<file path="config.mk">
export PLATFORM = sky130hd
export DESIGN_NAME = alu_vector_sequencer
export DESIGN_NICKNAME = d
export VERILOG_FILES = /design/src/rtl/alu_vector_sequencer.sv
export SDC_FILE = /design/constraint.sdc
export NUM_CORES = 1
export LEC_CHECK = 0
export ABC_CLOCK_PERIOD_IN_PS = 3140
export CORE_MARGIN = 2
export CORE_UTILIZATION = 55
export CTS_BUF_LIST = sky130_fd_sc_hd__clkbuf_8
export CTS_CLUSTER_SIZE = 25
export DETAILED_ROUTE_END_ITERATION = 10
export PLACE_DENSITY = 0.87
export SYNTH_ARGS = -nofsm -noshare
export SYNTH_HDL_FRONTEND = slang
export SYNTH_SLANG_ARGS = --single-unit
</file>
<file path="constraint.sdc">
create_clock -name CLK -period 3.14 [get_ports CLK]
set_input_delay 0.628 -clock CLK [delete_from_list [all_inputs] [get_ports CLK]]
set_output_delay 0.628 -clock CLK [all_outputs]
set_load 0.02 [all_outputs]
</file>
<file path="src/rtl/alu_vector_sequencer.sv">
// alu_vector_sequencer
//   Exhaustive stimulus/checker stage for a 4-bit arithmetic unit.
//   Sweeps all 2048 {A,S1,S0,B,Cin} combinations, holds each one for SETTLE
//   cycles and then compares the unit's {Cout,D} against a golden result
//   computed one edge ahead and registered alongside the stimulus.
//
// Parameters
//   SETTLE  cycles a vector is held before its CHECK cycle (1..255)
//   ERR_W   mismatch counter width
//
// Ports
//   CLK, RSTn       clock (rising edge), async active-low reset
//   start           level run request, honoured in IDLE/DONE only
//   dut_result      {Cout,D[3:0]} from the unit under test
//   A, B, S1, S0, Cin  stimulus driven to the unit
//   goodresult      golden {Cout,D} for the driven vector
//   busy, done      sweep in progress / sweep complete (held)
//   mismatch        one-cycle pulse per failing vector
//   err_count       failing vectors this sweep, saturating
//   first_fail_vec  index of the first failing vector
module alu_vector_sequencer #(
  parameter int SETTLE = 8,
  parameter int ERR_W  = 16
) (
  input  logic             CLK,
  input  logic             RSTn,
  input  logic             start,
  input  logic [4:0]       dut_result,
  output logic [3:0]       A,
  output logic [3:0]       B,
  output logic             S1,
  output logic             S0,
  output logic             Cin,
  output logic [4:0]       goodresult,
  output logic             busy,
  output logic             done,
  output logic             mismatch,
  output logic [ERR_W-1:0] err_count,
  output logic [10:0]      first_fail_vec
);

  if (SETTLE < 1 || SETTLE > 255) begin : g_bad_settle
    $error("SETTLE must be in 1..255");
  end

  typedef enum logic [1:0] {IDLE, WAIT, CHECK, DONE} state_t;

  // Field view of the vector index; packing order is the drive order.
  typedef struct packed {
    logic [3:0] a;
    logic [1:0] s;
    logic [3:0] b;
    logic       cin;
  } vec_t;

  localparam logic [7:0]  CNT_LOAD = 8'(SETTLE - 1);
  localparam logic [10:0] VEC_LAST = 11'h7ff;

  state_t     state;
  vec_t       vec;
  logic [7:0] cnt;
  logic       err_full;

  // Golden {carry,sum} = A + Y + Cin, Y selected by {S1,S0}.
  function automatic logic [4:0] golden(input vec_t v);
    logic [3:0] y;
    case (v.s)
      2'b00:   y = v.b;
      2'b01:   y = ~v.b;
      2'b10:   y = 4'h0;
      default: y = 4'hf;
    endcase
    return {1'b0, v.a} + {1'b0, y} + {4'b0, v.cin};
  endfunction

  // Stimulus is the registered index itself, so it launches and holds
  // on exactly the same edges as goodresult.
  assign A        = vec.a;
  assign S1       = vec.s[1];
  assign S0       = vec.s[0];
  assign B        = vec.b;
  assign Cin      = vec.cin;
  assign err_full = &err_count;

  always_ff @(posedge CLK or negedge RSTn) begin
    if (!RSTn) begin
      state          <= IDLE;
      vec            <= '0;
      cnt            <= '0;
      goodresult     <= '0;
      busy           <= 1'b0;
      done           <= 1'b0;
      mismatch       <= 1'b0;
      err_count      <= '0;
      first_fail_vec <= '0;
    end else begin
      mismatch <= 1'b0;
      case (state)
        IDLE, DONE: begin
          if (start) begin
            vec            <= '0;
            goodresult     <= golden('0);
            cnt            <= CNT_LOAD;
            err_count      <= '0;
            first_fail_vec <= '0;
            done           <= 1'b0;
            busy           <= 1'b1;
            state          <= WAIT;
          end
        end
        WAIT: begin
          if (cnt == 8'd0) state <= CHECK;
          else             cnt   <= cnt - 8'd1;
        end
        CHECK: begin
          if (dut_result != goodresult) begin
            mismatch <= 1'b1;
            if (!err_full)               err_count      <= err_count + ERR_W'(1);
            if (err_count == '0)         first_fail_vec <= vec;
          end
          if (vec == VEC_LAST) begin
            busy  <= 1'b0;
            done  <= 1'b1;
            state <= DONE;
          end else begin
            vec        <= vec + 11'd1;
            goodresult <= golden(vec + 11'd1);
            cnt        <= CNT_LOAD;
            state      <= WAIT;
          end
        end
        default: state <= IDLE;
      endcase
    end
  end

endmodule

</file>
Word-level counts from Yosys, hierarchy flattened --
Index checks and enable logic that the tools add are counted.
Cells by class: divide/modulo/power cells 0, shift operators 0, reductions and logical operators 13, $mul 0, add/sub/neg operators 5, multiplexer cells 32, order comparisons 0, bitwise gates (word level) 1, eq/ne operators 15
Operators with widths (number):
- 16-bit 2-to-1 mux | 3
- 11-bit 2-to-1 mux | 4
- 11-bit case mux with 2 select lines | 2
- 16-bit case mux with 2 select lines | 1
- 8-bit 2-to-1 mux | 3
- 8-bit case mux with 3 select lines | 1
- 16-bit by 1-bit adder with 16-bit output (second input constant) | 1
- 16-bit zero test | 1
- 2-bit inequality test (second input constant) | 8
- 16-bit AND reduction | 1
- 4-bit case mux with 3 select lines | 1
- 11-bit by 1-bit adder with 11-bit output (second input constant) | 1
- 11-bit == test (second input constant) | 1
- 5-bit 2-to-1 mux | 2
- 5-bit case mux with 2 select lines | 1
- 3-bit AND reduction | 3
- 8-bit zero test | 1
- 4-bit 2-to-1 mux | 2
- 4-bit AND reduction | 2
- 8-bit by 1-bit subtractor with 8-bit output (second input constant) | 1
- 2-bit == test (second input constant) | 3
- 1-bit 2-to-1 mux | 6
- 2-bit 2-to-1 mux | 3
- 2-bit case mux with 3 select lines | 1
- other kinds (10) | 13
Word-level totals: bits in read-only memories 0, output and inout bits 46, bits in writable memories 0, bits in registers 56, latch bits 0, memories 0, word-level logic and storage cells 78

Longest topological paths before layout --
word-level depth 9, mapped depth 10, mapped depth without buffers 10

Least setup slack after synthesis --
OpenSTA, ideal clock, no wires.
path kind register -> register, start register vec (netlist bit B[1]), end register goodresult[4], path slack 0.401 ns, arrival 2.611 ns, cell stages (with the launch flop) 10, library setup time 0.127 ns, clock period less this slack 2.739 ns, cells stage by stage dfrtp_1 -> and3_1 -> nand3_1 -> xor2_1 -> xor2_1 -> fa_1 -> fa_1 -> a21o_1 -> a21oi_1 -> o21ai_0
On the way: longest elaborated chain between the ends 9, elaborated cells between the ends (all ways) 15
RTL lines:
- from (decl) | line 60 | vec_t vec;
- from (signal assigned) | line 126 | vec <= vec + 11'd1;
- 11-bit by 1-bit adder with 11-bit output | line 127 | goodresult <= golden(vec + 11'd1);
- 2-bit == test (tied with other cells) | line 67 | case (v.s)
- 4-bit case mux with 3 select lines | line 67
- 4-bit 2-to-1 mux | line 121 | if (vec == VEC_LAST) begin
- 4-bit 2-to-1 mux | line 98 | case (state)
- 4-bit by 4-bit adder with 5-bit output | line 73 | return {1'b0, v.a} + {1'b0, y} + {4'b0, v.cin};
- 5-bit by 1-bit adder with 5-bit output | line 73
- 5-bit 2-to-1 mux | line 121
- 5-bit case mux with 2 select lines | line 98
- to (signal assigned) | line 102 | goodresult <= golden('0);
- to (signal assigned) | line 127
- to (decl) | line 34 | output logic [4:0] goodresult,
Parallel ways exist; a longest one is shown, timed or not. The select of a mux whose other input is x is not followed. A chain may end at the register's enable or synchronous reset.

Worst setup path in the final report --
start register vec (netlist bit Cin), end register goodresult[4]
The elaborated chain is that of the path after synthesis.

==> metrics <==
Die Width 81.4 um; synthesized instance count 347; Initial DRC Count 227; Syn. warnings 0; Int Pwr 934 uW; Synth Area per Inst 9.49 sq um; top-count cell post-synth dfrtp_1; Residual DRC 0; Final Cell Area 3980 sq um; fraction of layout cells with a size suffix above 1 0.102; drt pass-1 iters 5; routing usage on met3 0.0433; GRT overflow 0; Layout area overhead 20.8%; final worst-path cycle share 0.893; area share of the largest cell type after synthesis 0.425; DP HPWL 5410 um; EDFF count, synth 0; Final Hold Slack 0.352 ns; Clk Tree Root Cell clkbuf_8; Synth Cell Area 3290 sq um; Hold Buf Count CTS 0; Final ANT Viol Nets 0; Final Total Pwr 1.25 mW; drt total wl 7490 um; Core Area 5850 sq um; top post-synthesis cells by area dfrtp_1 43%, nand2_1 5.6%, mux2i_1 5.2%, ha_1 4.2%, xor2_1 4.0%; main flop type after synthesis dfrtp_1; HP Class in2async; Reg-to-Reg End goodresult[4]$_DFFE_PN0P_; PwrDens 315 nW/um^2; setup TNS 0 ns; area of the die 6630 sq um; crit start category flop; effective utilization at floorplan 0.563; initial antenna violation count 0; RSZ-0062 raised after global routing false; R2R Setup Slk 0.33 ns; maximum vdd ir drop 174 uV; GRT Max-Usage Layer met2; clk_lat worst skew 0.32 ns; status complete, no violations; CTS buffer count 5; Max Cap Viol 0; CTS tree built; Final Non-Filler Cells 478; drt via density 5.89; Placed Area 3890 sq um; CP Class reg2reg; Core Util, Final 0.680; CP cell instances ha_1 -> nand3_1 -> xor2_1 -> nand2_1 -> xor2_1 -> fa_1 -> fa_1 -> a21o_1 -> a21oi_1 -> o21ai_0; Fin. Hold Viols 0; overall routing resource usage 0.238; die height 81.4 um; Sequential Power Share 0.597; ANT cells 0; clock share of power 0.326; CP Capture Point goodresult[4]$_DFFE_PN0P_; worst setup margin 0.335 ns; slew margin rel. 0.497; # setup viols final 0; Combinational Power Share 0.077; crit-path leading delay family adder cells; Reg2Reg Launch Point Cin$_DFFE_PN0P_; vias in the first global route 2,570; IO buf count 53; Crit Path Max Fanout 8; worst slack at placement 0.133 ns; clk buf depth 2; gp weighted congestion 0.885; CP Capture Type flop; WP depth 10; first-pass GRT wire length 12,200 um; via count 2,816; Synth Net Count 368; Synth async-reset ratio 1.00; CP arrival 3.01 ns; M1 GR Usage 0.335; Slowest cell on crit path dfrtp_1; worst-margin pin slew 0.750 ns; FMAX 356 MHz; Sw Ratio 0.255; sum of buffers and inverters on the critical path 0; wire per inst 15.7 um; H-tree depth 2; Nets 423; Yosys cell types 54; register area share after synthesis 0.425; clock slew at reported path FFs 0.11 ns; CP peak stage delay 0.50 ns; met2 Use GR 0.370; Post-CTS Repair Setup Buffers 0; Critical Path RT 3.35 ns; Slew Viols, Final 0; DP Cell Count 470; largest net degree at the start of global routing 33; Synth area leader dfrtp_1; LEAKAGE 1.82 nW; worst reg-to-reg path cell count 10; Final min period 2.81 ns; commonest cells in the netlist 56 x dfrtp_1, 49 x nand2_1, 23 x inv_1, 21 x o21ai_0, 19 x nand3_1; site row count 28; clock skew 0.0127 ns; Sink Count 56; switching power 320 uW; Top Ports 54; number of synthesized register bits 56; crit path from Cin$_DFFE_PN0P_; Resize count post-CTS 0
[layout make-up]
type | instances | area (sq um)
inverters | 23 | 86.3
multi-input cells | 256 | 1730
flip-flops and latches | 56 | 1400
well taps | 75 | 93.8
fillers | 448 | 1870
repair buffers | 60 | 578
clock buffers | 5 | 68.8
clock inverters | 3 | 22.5
[power groups by stage]
stage               Sequential [mW]  Clock [mW]  Combinational [mW]
finish                        0.749       0.408              0.0965
detailed placement            0.763           0              0.0980
global placement              0.762           0              0.0960
global route                  0.752       0.447               0.107
CTS                           0.749       0.420              0.0982
floorplan                     0.771           0              0.0314
[logic make-up after synthesis]
group / Yosys count / share of synthesized area
compound gates: 65 / 0.139
mux: 19 / 0.0585
xor+xnor: 19 / 0.0505
fa+ha+maj: 13 / 0.0539
buf+inv: 35 / 0.0497
simple gates: 140 / 0.223
flops: 56 / 0.425
[state kept, by name (all words and copies together), names as in the netlist, 2 cells and up]
register,cells
B,4
state,2
cnt,8
err_count,16
first_fail_vec,11
A,4
goodresult,5
[worst min-delay path by stage]
stage / end / start / cells after the start / slack, ns
after global routing: err_count[5]$_DFFE_PN0P_ / RSTn / 1 / 0.40
after detailed placement: cnt[0]$_DFFE_PN0P_ / cnt[0]$_DFFE_PN0P_ / 1 / 0.49
after global placement: cnt[0]$_DFFE_PN0P_ / cnt[0]$_DFFE_PN0P_ / 1 / 0.49
after CTS: first_fail_vec[3]$_DFFE_PN0P_ / RSTn / 1 / 0.38
final: err_count[6]$_DFFE_PN0P_ / RSTn / 1 / 0.35
after floorplan: A[0]$_DFFE_PN0P_ / RSTn / 0 / 0.33
[worst reg2reg max path: stages (launching register included)]
cell	delay, ns
dfrtp_1	0.50
ha_1	0.34
nand3_1	0.13
xor2_1	0.22
nand2_1	0.09
xor2_1	0.16
fa_1	0.44
fa_1	0.42
a21o_1	0.17
a21oi_1	0.13
o21ai_0	0.09
[cells in the final DEF, fill, tap and decap left out, drive strengths merged, types with 4 or more instances in the layout]
| master | synthesis | routed |
|---|---|---|
| a22o | 8 | 8 |
| clkdlybuf4s50 | 0 | 52 |
| and3 | 13 | 13 |
| nor3 | 11 | 11 |
| o21ai | 21 | 21 |
| nand4 | 4 | 4 |
| nand3b | 6 | 6 |
| a21oi | 11 | 11 |
| xor2 | 15 | 15 |
| a211o | 4 | 4 |
| ha | 11 | 11 |
| mux2i | 17 | 17 |
| inv | 23 | 24 |
| nand3 | 20 | 20 |
| buf | 7 | 8 |
| dfrtp | 56 | 56 |
| nor2 | 13 | 13 |
| xnor2 | 4 | 4 |
| clkbuf | 5 | 5 |
| nor4b | 4 | 4 |
| a21o | 6 | 6 |
| nand2 | 49 | 49 |
[routing by layer]
layer	vias up	wire length, um
li1	1339	-
met4	0	137
met2	108	3590
met5	-	0
met3	13	413
met1	1356	3350
(Power assumes the default switching activity.)
